File: src/rtl/mips_id_ex_register_pkg.sv
// Shared definitions for the ID/EX pipeline register and the EX/control blocks
// that consume its outputs.
package mips_id_ex_register_pkg;

    localparam int DEF_SIZE     = 32;
    localparam int DEF_REG_ADDR = 5;
    localparam int DEF_ALUOP_W  = 2;
    localparam int SHAMT_W      = 5;
    localparam int NUM_CTRL     = 7;

    // ALU operation class passed from decode to the ALU control block
    typedef enum logic [DEF_ALUOP_W-1:0] {
        ALUOP_ADD   = 2'b00,
        ALUOP_SUB   = 2'b01,
        ALUOP_FUNCT = 2'b10
    } alu_op_e;

endpackage

File: src/rtl/mips_pipe_reg.sv
// Generic pipeline register: async active-low reset, synchronous clear
// (higher priority) and load enable.
module mips_pipe_reg #(
    parameter int WIDTH = 8
) (
    input  logic             clk,
    input  logic             rst_n,
    input  logic             clr,
    input  logic             en,
    input  logic [WIDTH-1:0] d,
    output logic [WIDTH-1:0] q
);

    // NOTE: state is written with <= only, so every flop samples pre-edge values
    // and neighbouring pipeline stages never race each other.
    always_ff @(posedge clk or negedge rst_n) begin
        if (!rst_n) begin
            q <= '0;
        end else if (clr) begin
            q <= '0;
        end else if (en) begin
            q <= d;
        end
    end

endmodule

File: src/rtl/mips_id_ex_register.sv
// ID/EX pipeline register: one data bundle and one control bundle, with
// flush > stall > load priority and control killed for non-valid entries.
module mips_id_ex_register
    import mips_id_ex_register_pkg::*;
#(
    parameter int SIZE     = DEF_SIZE,
    parameter int REG_ADDR = DEF_REG_ADDR,
    parameter int ALUOP_W  = DEF_ALUOP_W
) (
    input  logic                clk,
    input  logic                rst_n,
    input  logic                stall,
    input  logic                flush,
    input  logic                id_valid,
    input  logic [SIZE-1:0]     id_pcplus4,
    input  logic [SIZE-1:0]     id_readdata1,
    input  logic [SIZE-1:0]     id_readdata2,
    input  logic [SIZE-1:0]     id_signextimm,
    input  logic [REG_ADDR-1:0] id_rs,
    input  logic [REG_ADDR-1:0] id_rt,
    input  logic [REG_ADDR-1:0] id_rd,
    input  logic [SHAMT_W-1:0]  id_shamt,
    input  logic                id_regwrite,
    input  logic                id_memtoreg,
    input  logic                id_memread,
    input  logic                id_memwrite,
    input  logic                id_alusrc,
    input  logic                id_regdst,
    input  logic                id_branch,
    input  logic [ALUOP_W-1:0]  id_aluop,
    output logic                ex_valid,
    output logic [SIZE-1:0]     ex_pcplus4,
    output logic [SIZE-1:0]     ex_readdata1,
    output logic [SIZE-1:0]     ex_readdata2,
    output logic [SIZE-1:0]     ex_signextimm,
    output logic [REG_ADDR-1:0] ex_rs,
    output logic [REG_ADDR-1:0] ex_rt,
    output logic [REG_ADDR-1:0] ex_rd,
    output logic [SHAMT_W-1:0]  ex_shamt,
    output logic                ex_regwrite,
    output logic                ex_memtoreg,
    output logic                ex_memread,
    output logic                ex_memwrite,
    output logic                ex_alusrc,
    output logic                ex_regdst,
    output logic                ex_branch,
    output logic [ALUOP_W-1:0]  ex_aluop
);

    localparam int DATA_W = 4 * SIZE + 3 * REG_ADDR + SHAMT_W;
    localparam int CTRL_W = 1 + NUM_CTRL + ALUOP_W;

    logic [DATA_W-1:0] data_d;
    logic [DATA_W-1:0] data_q;
    logic [CTRL_W-1:0] ctrl_raw;
    logic [CTRL_W-1:0] ctrl_d;
    logic [CTRL_W-1:0] ctrl_q;

    assign data_d = {id_pcplus4, id_readdata1, id_readdata2, id_signextimm,
                     id_rs, id_rt, id_rd, id_shamt};

    assign ctrl_raw = {id_valid, id_regwrite, id_memtoreg, id_memread, id_memwrite,
                       id_alusrc, id_regdst, id_branch, id_aluop};

    // A non-valid instruction carries data through but can never commit anything.
    assign ctrl_d = id_valid ? ctrl_raw : '0;

    mips_pipe_reg #(.WIDTH(DATA_W)) u_data_reg (
        .clk   (clk),
        .rst_n (rst_n),
        .clr   (flush),
        .en    (!stall),
        .d     (data_d),
        .q     (data_q)
    );

    mips_pipe_reg #(.WIDTH(CTRL_W)) u_ctrl_reg (
        .clk   (clk),
        .rst_n (rst_n),
        .clr   (flush),
        .en    (!stall),
        .d     (ctrl_d),
        .q     (ctrl_q)
    );

    assign {ex_pcplus4, ex_readdata1, ex_readdata2, ex_signextimm,
            ex_rs, ex_rt, ex_rd, ex_shamt} = data_q;

    assign {ex_valid, ex_regwrite, ex_memtoreg, ex_memread, ex_memwrite,
            ex_alusrc, ex_regdst, ex_branch, ex_aluop} = ctrl_q;

endmodule
File: config.mk
export PLATFORM = sky130hd
export DESIGN_NAME = mips_id_ex_register
export DESIGN_NICKNAME = d
export VERILOG_FILES = /design/src/rtl/mips_id_ex_register_pkg.sv /design/src/rtl/mips_pipe_reg.sv /design/src/rtl/mips_id_ex_register.sv
export SDC_FILE = /design/constraint.sdc
export NUM_CORES = 1
export LEC_CHECK = 0
export ABC_CLOCK_PERIOD_IN_PS = 1600
export CAP_MARGIN = 20
export CORE_ASPECT_RATIO = 1.1
export CORE_MARGIN = 2
export CORE_UTILIZATION = 44
export DETAILED_ROUTE_END_ITERATION = 8
export PLACE_DENSITY_LB_ADDON = 0.1
export SYNTH_ARGS = -nofsm -noshare
export SYNTH_HDL_FRONTEND = slang
export SYNTH_SLANG_ARGS = --single-unit
File: constraint.sdc
create_clock -name clk -period 1.6 [get_ports clk]
set_input_delay 0.24 -clock clk [delete_from_list [all_inputs] [get_ports clk]]
set_output_delay 0.24 -clock clk [all_outputs]
set_load 0.02 [all_outputs]
== Word-level counts from Yosys, hierarchy flattened ==
Cells that the tools add are included.
W data, S select, Z words.

* Register bits: 158
* Input port bits: 162
* Output and inout bits: 158

* Eq/ne operators: 1
* Multiplexer cells: 5

{| class="wikitable"
|+ Operator list
! kind !! count
|-
| $mux W148 || 2
|-
| $mux W10 || 3
|-
| $ne A2 B1 Y1 const B || 1
|}

== Logic depth before layout (Yosys ltp) ==
* Depth in word-level cells: 3
* Mapped depth: 5
* Depth with buffers taken out: 2

== By module ==
Synthesis repeated with hierarchy kept, for this count alone.

* Cells, all modules: 519
* Area total of the unflattened synthesis: 6550.0 sq um

{| class="wikitable"
|+ By module, submodules not included
! module !! times used !! cells an instance !! area each (sq um) !! sequential area each (sq um)
|-
| mips_pipe_reg at u_data_reg || 1 || 477 || 6087.1 || 3703.6
|-
| mips_pipe_reg at u_ctrl_reg || 1 || 32 || 402.9 || 250.2
|-
| mips_id_ex_register || 1 || 10 || 60.1 || 0.0
|}

== Worst setup path before layout ==
OpenSTA, ideal clock, no wires.

* Kind: input -> register
* Start point: in stall
* End point: reg u_data_reg.q[0]
* Library setup time: 132 ps
* Arrival: 854 ps
* Path slack: 614 ps
* Stages on the path: 5
* Buffers on the path: 3
* Cells stage by stage: buf_6 buf_12 buf_12 mux2i_1 nor2_1

* Word-level cells in the longest chain between the ends: 1

{| class="wikitable"
|+ RTL lines
! what !! RTL line !! text
|-
| start, declared || mips_id_ex_register.sv:12 || <nowiki>input logic stall,</nowiki>
|-
| $ne A2 B1 Y1 (no source line) || -- ||
|-
| end signal, assigned || mips_pipe_reg.sv:18 || <nowiki>q <= '0;</nowiki>
|-
| end signal, assigned || mips_pipe_reg.sv:20 || <nowiki>q <= '0;</nowiki>
|-
| end signal, assigned || mips_pipe_reg.sv:22 || <nowiki>q <= d;</nowiki>
|-
| end, declared || mips_pipe_reg.sv:11 || <nowiki>output logic [WIDTH-1:0] q</nowiki>
|}

Every way passes these cells.
A chain may end at the register's enable or synchronous reset.

== Worst setup path in the final report ==
* Start point: reg u_data_reg.q[64]
* End point: out ex_readdata2[12]

{| class="wikitable"
|+ RTL lines
! what !! RTL line !! text
|-
| end, declared || mips_id_ex_register.sv:34 || <nowiki>output logic [SIZE-1:0] ex_readdata2,</nowiki>
|}

No word-level cell between the ends.

==> impl_metrics.csv <==
group,metric,value,unit
status,status,"completed",
clock_tree,clockBufferDepth,2,
sta,tightestPinTransition,0.555,ns
critical_path,crit_path_end_kind,"output pin",
critical_path,rrSetupSlack,0.82,ns
detailed_routing,wire_per_inst,19.0,um
power_and_ir_drop,leakagePower,5.48,nW
floorplan,die_area,15800,sq um
clock_tree,cts_tree,"built",
sta,setup_tns,0,ns
critical_path,critPathTopFamily,"flip-flops",
power_and_ir_drop,power_density,1030,nW/um^2
critical_path,crit_buf_inv,1,
place,place_ws,0.234,ns
floorplan,die_x,120,um
sta,post-route-period-util,87.1,%
clock_tree,htree_levels,4,
critical_path,crit_path_max_incr_delay,0.40,ns
critical_path,crit_chain,"dlygate4sd2_1",
global_route,grt_pass1_wl,30.7,mm
clock_tree,clk_pin_slew,0.06,ns
sta,hold_viol_final,0,
global_route,antenna_found_initial,0,
yosys,yosysWarningCount,0,
sta,whs,0.204,ns
clock_tree,clock_sinks,158,
critical_path,crit_path_max_fanout,2,
critical_path,arrival,1.15,ns
yosys,synth_seq_cells,158,
layout,final_util,70.7,%
floorplan,die_h,132,um
detailed_routing,vias,5063,
min_path,hp-class,"in -> reg",
detailed_routing,routed_via_density,4.93,
detailed_routing,top_layer,"met4",
clock_tree,worst_skew_pair.late_latency,0.42,ns
critical_path,required,1.36,ns
place,portBuffers,319,
floorplan,start_util,45.2,%
detailed_routing,drc_errors,0,
yosys,avgSynthCellArea,12.8,sq um
sta,setup_ws,0.206,ns
sta,finalMaxSlewViolations,0,
floorplan,pin_count,320,
place,hpwlAfterDp,14.0,mm
global_route,grtUsageTotal,25.4,%
detailed_routing,wl_met2,10.3,mm
layout,fin_nets,984,
place,globalplace.congestion,0.779,
floorplan,rows,46,
sta,fin_crit,1.39,ns
sta,setup_viol,0,
yosys,synth_area,6530,sq um
clock_tree,ctsRootBufferMaster,"clkbuf_16",
sta,rsz0062_at_grt,"false",
detailed_routing,dr_wl_met3,1.56,mm
detailed_routing,wl_met1,6.99,mm
job,maxCapViolCount,0,
yosys,yosysSeqAreaShare,60.6,%
detailed_routing,drtAntennaViolNets,0,
sta,slew_headroom,62.9,%
layout,final_cell_mix,"clkdlybuf4s50_1, dlygate4sd2_1, dfrtp_1",
layout,synthToLayoutAreaGrowth,56.5,%
detailed_routing,drt_wl_total,19.5,mm
detailed_routing,initialDrtViolationCount,165,
yosys,synth_nets,671,
yosys,syn_inst,509,
global_route,grt_overflow,0,
sta,finalClockSkew,0,ns
global_route,grt_pass1_vias,5544,
global_route,grt_max_degree,120,
critical_path,worstSetupPathType,"reg -> out",
yosys,synthDistinctLibCells,14,
detailed_routing,drtPass1Iterations,4,
layout,diodes,0,
sta,fmax,717,MHz
critical_path,cp-start-kind,"flip-flop",
floorplan,coreArea,14400,sq um
layout,drive_above_1_share,4.56,%
clock_tree,cts_inserted_buffers,17,
power_and_ir_drop,power,10.5,mW
critical_path,critPathSlowestCell,"dfrtp_1",
clock_tree,post_cts.repair.setup_buffers,0,
power_and_ir_drop,ir_drop,0.563,mV
==> worst paths after layout <==
kind,from,cells after the start,end
worst max-delay path,u_data_reg.q[64]$_DFFE_PN0P_,1,ex_readdata2[12]
worst max register to register,u_data_reg.q[107]$_DFFE_PN0P_,2,u_data_reg.q[107]$_DFFE_PN0P_
min in group asynchronous,rst_n,2,u_data_reg.q[90]$_DFFE_PN0P_
worst min register to register,u_ctrl_reg.q[1]$_DFFE_PN0P_,1,u_ctrl_reg.q[1]$_DFFE_PN0P_
max in group asynchronous,rst_n,3,u_data_reg.q[1]$_DFFE_PN0P_
worst min-delay path,stall,3,u_ctrl_reg.q[8]$_DFFE_PN0P_
==> Yosys cell counts, drive strengths merged <==
| cell type | n | area (sq um) |
|---|---|---|
| buf | 24 | 357 |
| clkbuf | 12 | 45.0 |
| a21oi | 3 | 15.0 |
| nand3b | 3 | 22.5 |
| nor2 | 150 | 563 |
| mux2i | 149 | 1490 |
| a32o | 6 | 60.1 |
| nand2 | 3 | 11.3 |
| nor2b | 1 | 6.26 |
| dfrtp | 158 | 3950 |
==> worst register-to-register path, cell delays in order (launching register included) <==
cell and delay (ns):
dfrtp_1 0.38, mux2i_1 0.18, nor2_1 0.07
==> routing by layer <==
metal / track usage (%) / up-vias
met3: 8.46 / 36
met4: 11.0 / 0
li1: - / 2331
met2: 45.9 / 230
met5: 0 / -
met1: 26.7 / 2466
==> flip-flops by register name, summed over array words and instances (netlist names) <==
signal,cells
u_ctrl_reg.q,10
u_data_reg.q,148
==> logic make-up (layout without fill, tap and decap cells) <==
logic type             Yosys count  after routing  share of synthesized area, %
AND/OR/NAND/NOR                157            157                          9.24
buffers and inverters           36            361                          6.16
multiplexers                   149            149                          22.9
AO/OA/AOI/OAI                    9              9                          1.15
flip-flops                     158            158                          60.6
==> per-stage QoR <==
stage               cell area (sq um)  std cells
finish                          10200       1026
global route                    10200       1026
CTS                             10200       1026
detailed placement               9750        994
global placement                 9750        994
floorplan                        6530        509
==> power breakdown <==
group	total, mW	switching (mW)	internal [mW]	leakage, nW
Clock	4.52	1.51	3.00	0.316
Combinational	1.69	0.868	0.821	3.06
Sequential	4.33	0.112	4.22	2.10
Total	10.5	2.49	8.04	5.48
==> final cells by class <==
class / count / area (sq um)
Fill cell: 1120 / 4230
Clock inverter: 6 / 180
Clock buffer: 25 / 475
Timing Repair Buffer: 330 / 3200
Sequential cell: 158 / 3950
Multi-Input combinational cell: 315 / 2170
Tap cell: 192 / 240
==> what timing repair did <==
action / in CTS / in global routing
hold endpoints to repair: 34 / 0
gates resized for setup: 158 / 0
hold buffers: 1 / 0
endpoints found under the setup margin: 158 / 0
Power figures use the tool's default switching activity.
